===== config.mk =====
export PLATFORM = sky130hd
export DESIGN_NAME = nap_countdown
export DESIGN_NICKNAME = d
export VERILOG_FILES = /design/src/rtl/nap_pkg.sv /design/src/rtl/nap_tick_gen.sv /design/src/rtl/nap_countdown.sv
export SDC_FILE = /design/constraint.sdc
export NUM_CORES = 1
export LEC_CHECK = 0
export CORE_ASPECT_RATIO = 1.2
export CORE_MARGIN = 2
export CORE_UTILIZATION = 45
export CTS_BUF_LIST = sky130_fd_sc_hd__clkbuf_8
export DETAILED_ROUTE_END_ITERATION = 8
export HOLD_SLACK_MARGIN = 0.02
export PLACE_DENSITY = 0.68
export RECOVER_POWER = 25
export SKIP_LAST_GASP = 1
export SLEW_MARGIN = 5
export SYNTH_ARGS = -nofsm -noshare
export SYNTH_HDL_FRONTEND = slang
export SYNTH_HIERARCHICAL = 1
export SYNTH_SLANG_ARGS = --single-unit

===== constraint.sdc =====
create_clock -name clock -period 2.3 [get_ports clock]
set_input_delay 0.46 -clock clock [delete_from_list [all_inputs] [get_ports clock]]
set_output_delay 0.46 -clock clock [all_outputs]
set_load 0.01 [all_outputs]

===== src/rtl/nap_pkg.sv =====
`default_nettype none
// ============================================================================
//  Package     : nap_pkg
//  Description : Shared types and constants for the nap timer pipeline
//                (keypad select, countdown, display). Holds the countdown
//                state encoding, the BCD digit type, the per-digit limits of
//                an M:SS display and a digit clamp helper.
//  Revision    : 1.0 - initial release
// ============================================================================
package nap_pkg;

  // One BCD digit.
  typedef logic [3:0] bcd_t;

  // Countdown controller states.
  typedef enum logic [1:0] {
    ST_IDLE  = 2'd0,
    ST_RUN   = 2'd1,
    ST_PAUSE = 2'd2,
    ST_ALARM = 2'd3
  } nap_state_t;

  // Largest legal value of each displayed digit (M:SS, max 9:59).
  localparam bcd_t SEC_ONE_MAX = 4'd9;
  localparam bcd_t SEC_TEN_MAX = 4'd5;
  localparam bcd_t MIN_MAX     = 4'd9;

  // Saturate a digit to its legal maximum (non-BCD codes land on the limit).
  function automatic bcd_t clamp_digit(input bcd_t digit, input bcd_t limit);
    return (digit > limit) ? limit : digit;
  endfunction

endpackage
`default_nettype wire


===== src/rtl/nap_tick_gen.sv =====
`default_nettype none
// ============================================================================
//  Module      : nap_tick_gen
//  Description : One-second prescaler. Counts clock cycles while 'run' is
//                high and emits a single-cycle 'tick' on the cycle where the
//                count wraps from CLK_HZ-1 to 0. Holds its count while 'run'
//                is low so a frozen countdown resumes mid-second.
//  Ports       : clock - system clock (posedge)
//                reset - asynchronous active-high reset, clears the count
//                run   - advance the prescaler this cycle
//                clear - force the count to 0 (wins over run, no tick)
//                tick  - combinational, high on the wrapping cycle
//  Revision    : 1.0 - initial release
// ============================================================================
module nap_tick_gen #(
  parameter int CLK_HZ = 1000
) (
  input  logic clock,
  input  logic reset,
  input  logic run,
  input  logic clear,
  output logic tick
);

  // A 1 Hz clock would give $clog2(1)=0; keep at least one bit.
  localparam int CNT_W = (CLK_HZ > 1) ? $clog2(CLK_HZ) : 1;
  localparam logic [CNT_W-1:0] TERM = CNT_W'(CLK_HZ - 1);

  logic [CNT_W-1:0] count;
  logic             at_term;

  assign at_term = (count == TERM);

  always_ff @(posedge clock or posedge reset) begin
    if (reset) begin
      count <= '0;
    end else if (clear) begin
      count <= '0;
    end else if (run) begin
      count <= at_term ? '0 : count + CNT_W'(1);
    end
  end

  assign tick = run & ~clear & at_term;

endmodule
`default_nettype wire


===== src/rtl/nap_countdown.sv =====
`default_nettype none
// ============================================================================
//  Module      : nap_countdown
//  Description : Nap timer countdown. Loads a clamped BCD duration (M:SS) on
//                the rising edge of timer_en, counts it down at 1 Hz, then
//                holds alarm high for ALARM_SEC seconds. done pulses for one
//                cycle on entry to the alarm phase. Dropping timer_en aborts
//                to idle at any point.
//  Ports       : clock        - system clock (posedge)
//                reset        - asynchronous active-high reset
//                timer_en     - level; rising edge starts, low aborts
//                one_sec      - BCD seconds units to load
//                ten_sec      - BCD seconds tens to load
//                one_min      - BCD minutes to load
//                pause        - level; freezes the countdown while running
//                rem_one_sec  - remaining seconds units (BCD)
//                rem_ten_sec  - remaining seconds tens (BCD)
//                rem_one_min  - remaining minutes (BCD)
//                running      - high while counting or paused
//                alarm        - high during the alarm phase (registered)
//                done         - one-cycle pulse on alarm entry (registered)
//  Revision    : 1.0 - initial release
// ============================================================================
module nap_countdown
  import nap_pkg::*;
#(
  parameter int CLK_HZ    = 1000,
  parameter int ALARM_SEC = 3
) (
  input  logic       clock,
  input  logic       reset,
  input  logic       timer_en,
  input  logic [3:0] one_sec,
  input  logic [3:0] ten_sec,
  input  logic [3:0] one_min,
  input  logic       pause,
  output logic [3:0] rem_one_sec,
  output logic [3:0] rem_ten_sec,
  output logic [3:0] rem_one_min,
  output logic       running,
  output logic       alarm,
  output logic       done
);

  localparam logic [3:0] ALARM_LAST = 4'(ALARM_SEC - 1);

  nap_state_t state;
  nap_state_t next_state;

  logic       en_q;
  logic       start;
  logic       abort;
  logic       tick;
  logic       run_prescale;
  logic       clear_prescale;
  logic [3:0] alarm_cnt;
  logic       alarm_last;

  bcd_t       load_one;
  bcd_t       load_ten;
  bcd_t       load_min;
  logic       load_zero;

  bcd_t       dec_one;
  bcd_t       dec_ten;
  bcd_t       dec_min;
  logic       rem_zero;
  logic       rem_at_one;

  // --------------------------------------------------------------------------
  // Control decode
  // --------------------------------------------------------------------------
  assign start = timer_en & ~en_q;
  assign abort = ~timer_en & (state != ST_IDLE);

  assign load_one  = clamp_digit(one_sec, SEC_ONE_MAX);
  assign load_ten  = clamp_digit(ten_sec, SEC_TEN_MAX);
  assign load_min  = clamp_digit(one_min, MIN_MAX);
  assign load_zero = (load_one == 4'd0) && (load_ten == 4'd0) && (load_min == 4'd0);

  assign rem_zero   = (rem_one_sec == 4'd0) && (rem_ten_sec == 4'd0) && (rem_one_min == 4'd0);
  assign rem_at_one = (rem_one_sec == 4'd1) && (rem_ten_sec == 4'd0) && (rem_one_min == 4'd0);
  assign alarm_last = (alarm_cnt == ALARM_LAST);

  // The prescaler keeps counting in RUN even when pause is requested, so a
  // tick coinciding with pause still lands before the freeze. In IDLE it is
  // held at 0 so every load starts a full second.
  assign run_prescale   = (state == ST_RUN) || (state == ST_ALARM);
  assign clear_prescale = (state == ST_IDLE) || abort;

  nap_tick_gen #(
    .CLK_HZ (CLK_HZ)
  ) u_tick_gen (
    .clock (clock),
    .reset (reset),
    .run   (run_prescale),
    .clear (clear_prescale),
    .tick  (tick)
  );

  // --------------------------------------------------------------------------
  // BCD decrement of the remaining time (M:SS). Holds at 0:00.
  // --------------------------------------------------------------------------
  always_comb begin
    dec_one = rem_one_sec;
    dec_ten = rem_ten_sec;
    dec_min = rem_one_min;
    if (!rem_zero) begin
      if (rem_one_sec != 4'd0) begin
        dec_one = rem_one_sec - 4'd1;
      end else begin
        dec_one = SEC_ONE_MAX;
        if (rem_ten_sec != 4'd0) begin
          dec_ten = rem_ten_sec - 4'd1;
        end else begin
          dec_ten = SEC_TEN_MAX;
          dec_min = rem_one_min - 4'd1;
        end
      end
    end
  end

  // --------------------------------------------------------------------------
  // FSM: state register
  // --------------------------------------------------------------------------
  always_ff @(posedge clock or posedge reset) begin
    if (reset) begin
      state <= ST_IDLE;
    end else begin
      state <= next_state;
    end
  end

  // --------------------------------------------------------------------------
  // FSM: next state. Abort beats expiry, expiry beats pause.
  // --------------------------------------------------------------------------
  always_comb begin
    next_state = state;
    case (state)
      ST_IDLE: begin
        if (start) begin
          next_state = load_zero ? ST_ALARM : ST_RUN;
        end
      end
      ST_RUN: begin
        if (abort) begin
          next_state = ST_IDLE;
        end else if (tick && rem_at_one) begin
          next_state = ST_ALARM;
        end else if (pause) begin
          next_state = ST_PAUSE;
        end
      end
      ST_PAUSE: begin
        if (abort) begin
          next_state = ST_IDLE;
        end else if (!pause) begin
          next_state = ST_RUN;
        end
      end
      ST_ALARM: begin
        if (abort) begin
          next_state = ST_IDLE;
        end else if (tick && alarm_last) begin
          next_state = ST_IDLE;
        end
      end
      default: next_state = ST_IDLE;
    endcase
  end

  // --------------------------------------------------------------------------
  // FSM: combinational outputs
  // --------------------------------------------------------------------------
  always_comb begin
    running = (state == ST_RUN) || (state == ST_PAUSE);
  end

  // --------------------------------------------------------------------------
  // Datapath registers: edge detector, remaining time, alarm seconds,
  // registered alarm/done flags.
  // --------------------------------------------------------------------------
  always_ff @(posedge clock or posedge reset) begin
    if (reset) begin
      en_q        <= 1'b0;
      rem_one_sec <= 4'd0;
      rem_ten_sec <= 4'd0;
      rem_one_min <= 4'd0;
      alarm_cnt   <= 4'd0;
      alarm       <= 1'b0;
      done        <= 1'b0;
    end else begin
      en_q  <= timer_en;
      alarm <= (next_state == ST_ALARM);
      done  <= (next_state == ST_ALARM) && (state != ST_ALARM);

      if (state == ST_ALARM && tick) begin
        alarm_cnt <= alarm_cnt + 4'd1;
      end else if (state != ST_ALARM) begin
        alarm_cnt <= 4'd0;
      end

      case (state)
        ST_IDLE: begin
          if (start) begin
            rem_one_sec <= load_one;
            rem_ten_sec <= load_ten;
            rem_one_min <= load_min;
          end
        end
        ST_RUN: begin
          if (abort) begin
            rem_one_sec <= 4'd0;
            rem_ten_sec <= 4'd0;
            rem_one_min <= 4'd0;
          end else if (tick) begin
            rem_one_sec <= dec_one;
            rem_ten_sec <= dec_ten;
            rem_one_min <= dec_min;
          end
        end
        default: begin
          // PAUSE keeps the time unless aborted; ALARM always shows 0:00.
          if (abort || state == ST_ALARM) begin
            rem_one_sec <= 4'd0;
            rem_ten_sec <= 4'd0;
            rem_one_min <= 4'd0;
          end
        end
      endcase
    end
  end

endmodule
`default_nettype wire

==> key figures <==
Clock network
  – Clk_lat worst skew: 0.28 ns
  – Cts bufs inserted: 5
  – CTS tree: built
  – TritonCTS Sinks: 31
  – Reg clk slew, reported paths: 0.07 ns
  – CTS Root Cell: clkbuf_8
  – H-tree Lvls: 2
  – Deepest clock path buffer count: 2

Worst setup path
  – Reg2reg path depth: 8
  – Crit start category: flop
  – CP endpoint kind: flop
  – Critical Path Start: u_tick_gen/count[3]
  – R2r endpoint: done
  – CP Class: reg2reg
  – Crit path to: done
  – Arr. time, crit path: 2.50 ns
  – R2R Setup Slk: 0.02 ns
  – Critical Path RT: 2.51 ns
  – FF-to-FF Start: u_tick_gen/count[3]
  – Crit Path Max Fanout: 4

Layout
  – Layout Cells excl Fill: 341
  – Fraction of layout cells with a size suffix above 1: 19.79%
  – Final Util: 60.97%
  – Antenna diodes: 0
  – Fillers: 403
  – Area grow syn2layout: 32.57%
  – Most frequent cells in the layout: dfrtp_1, clkdlybuf4s50_1, buf_4, inv_1, nor2_1
  – Cell area after layout: 2760 µm²
  – Nets@finish: 310
  – Most common cell after layout, fill and taps aside: dfrtp_1

Placed design
  – IO Port Bufs: 30
  – Placed Cells: 330
  – DP HPWL: 3.597 mm
  – Placed cell area: 2605 µm²
  – Final estimated routing congestion in global placement: 0.8514

Pwr
  – Power density over the cells: 1040 nW/µm²
  – Psw: 1200 µW
  – Sw frac: 41.78%
  – Comb power frac: 56.2%
  – Maximum vdd drop: 710.7 µV
  – Overall power: 2872 µW
  – Leakage: 0.001184 µW
  – Clk pwr share: 15.3%
  – Int Power: 1672 µW
  – Seq pwr share: 28.5%

STA
  – Period minus WS final: 2.285 ns
  – Period utilization: 99.34%
  – Final setup viols: 0
  – Worst clock skew: 0.003672 ns
  – Worst-Margin Slew: 1.188 ns
  – Slew Viols, Final: 0
  – RSZ-0062 raised after global routing: yes
  – Final Hold Viols: 0
  – Max Freq: 437.7 MHz
  – Slew Limit Headroom: 20.81%

Route
  – Wire per inst: 13.86 µm
  – Final ANT Viol Nets: 0
  – Vias: 1825
  – Post-route DRC: 0
  – DRT iter0 DRCs: 64
  – First-pass detailed-route iteration total: 4
  – Vias per cell: 5.352
  – Routed wire length: 4.727 mm

Yosys
  – Asr flop ratio synth: 100.0%
  – Cells after synthesis: 226
  – Compound-Gate Fraction of Synth Area: 20.79%
  – Primary FF master, synth: dfrtp_1
  – Synth Register Bits: 31
  – Cell Area, Synth: 2082 µm²
  – Simple-Gate Fraction of Synth Area: 26.26%
  – Net Count, Synth: 253
  – Post-synthesis sequential area ratio: 37.26%
  – Yosys cell types: 60
  – EDFF count, synth: 0
  – XOR/XNOR share of the synthesized area: 2.524%
  – Yosys warnings: 6
  – Combinational family with the most area after synthesis: simple AND/OR/NAND/NOR gates
  – Post-Synth Adder-Cell Area: 6.611%
  – Mux share of post-synthesis cell area: 0.4808%
  – Syn Area/Cell: 9.212 µm²

Floorplanning
  – Die Wd: 66.10 µm
  – Initial Utilization: 45.99%
  – # rows: 27
  – I/O pin cnt: 31
  – CORE AREA: 4527 µm²
  – Die Height: 78.51 µm
  – DIE AREA: 5189 µm²

Status
  – Status: completed

Global routing
  – Largest net degree at the start of global routing: 22
  – Initial antenna violation count: 0
  – First-pass GRT wire length: 7.790 mm
  – Overall routing resource usage: 19.51%
  – GRT overflow: 0
  – Vias in the first global route: 1785

Hold path
  – Hold crit path type: reg2reg

Run
  – Max cap viols: 0
[cell families (layout without fill, tap and decap cells)]
logic type / Yosys count / after routing
xor gates and xnor gates: 6 / 6
adders and majority gates: 11 / 11
buffers and inverters: 30 / 87
and+or+nand+nor: 86 / 86
muxes: 1 / 1
DFF: 31 / 31
AOI/OAI and AO/OA: 61 / 61
[area by class of cell]
cell class	instances	area, µm²	area share [%]
well taps	58	72.57	2.629
flip-flops and latches	31	775.7	28.11
multi-input cells	165	1235	44.74
repair buffers	57	503.0	18.22
clock inverters	1	5.005	0.1813
clock buffers	6	82.58	2.992
inverters	23	86.33	3.128
[power by group through the flow]
stage / combinational [µW] / clock [µW] / sequential (µW)
final: 1610 / 439 / 818
after global routing: 1790 / 478 / 837
after CTS: 1590 / 454 / 819
after detailed placement: 1570 / 0 / 827
after global placement: 1560 / 0 / 828
after floorplan: 965 / 0 / 846
[synthesized netlist by cell type (4+ instances only)]
cell,number,area [µm²]
inv_1,23,86.33
nor2_1,20,75.07
a21oi_1,12,60.06
a31oi_1,5,31.28
nand2_1,17,63.81
xor2_1,5,43.79
o21ai_1,11,55.05
nand4b_1,6,52.55
o21ai_0,6,30.03
a211oi_1,4,30.03
o31ai_1,4,30.03
dfrtp_1,31,775.7
nand3_1,9,45.04
ha_1,11,137.6
[stage by stage]
step / worst slack (ns) / TNS [ns] / hold WS (ns)
3_5_place_dp: -0.1305 / -0.9257 / 0.5427
6_report: 0.01527 / 0 / 0.5538
4_1_cts: 0.002763 / 0 / 0.4891
3_3_place_gp: -0.08097 / -0.3389 / 0.5352
5_1_grt: -0.08701 / -0.2533 / 0.6102
2_1_floorplan: -0.03482 / -0.09113 / 0.3002
[repair_timing]
item	4_1_cts	5_1_grt
pin swaps	1	3
hold buffers	0	0
setup endpoints to repair	7	8
setup buffers	1	3
resized for setup	2	7
gates cloned	0	0
[worst min-delay path by stage]
stage,endpoint,startpoint,cells after the start
after floorplan,u_tick_gen/count[0],reset,1
after global placement,rem_one_min[3],rem_one_min[3],2
after detailed placement,rem_one_min[3],rem_one_min[3],2
after CTS,u_tick_gen/count[9],reset,2
after global routing,rem_one_min[3],rem_one_min[3],2
final,rem_one_min[3],rem_one_min[3],2
[per-layer routing]
| layer | vias to the layer above | wire length [µm] | global-route usage, % | part of all wire [%] |
|---|---|---|---|---|
| met3 | 14 | 163 | 4.871 | 3.4 |
| met1 | 850 | 1988 | 21.44 | 42 |
| met2 | 38 | 2420 | 34.00 | 51 |
| li1 | 923 | - | - | - |
| met5 | - | 0 | 0 | 0 |
| met4 | 0 | 154 | 10.00 | 3.3 |
[worst max-delay path, stage by stage, from the launching register on]
cell and delay, ns:
dfrtp_1 0.38, nand4b_1 0.19, or4_4 0.52, nor3b_4 0.28, nand4bb_1 0.19, nor4_4 0.20
a211oi_2 0.07, o211a_1 0.25, nor3_2 0.14
[sequential cells by signal, summed over array words and instances (netlist names)]
signal            cells
rem_ten_sec           4
u_tick_gen/count     10
state                 2
rem_one_min           4
rem_one_sec           4
done                  1
en_q                  1
alarm_cnt             4
alarm                 1
No activity file was read; power rests on OpenSTA's default activity.
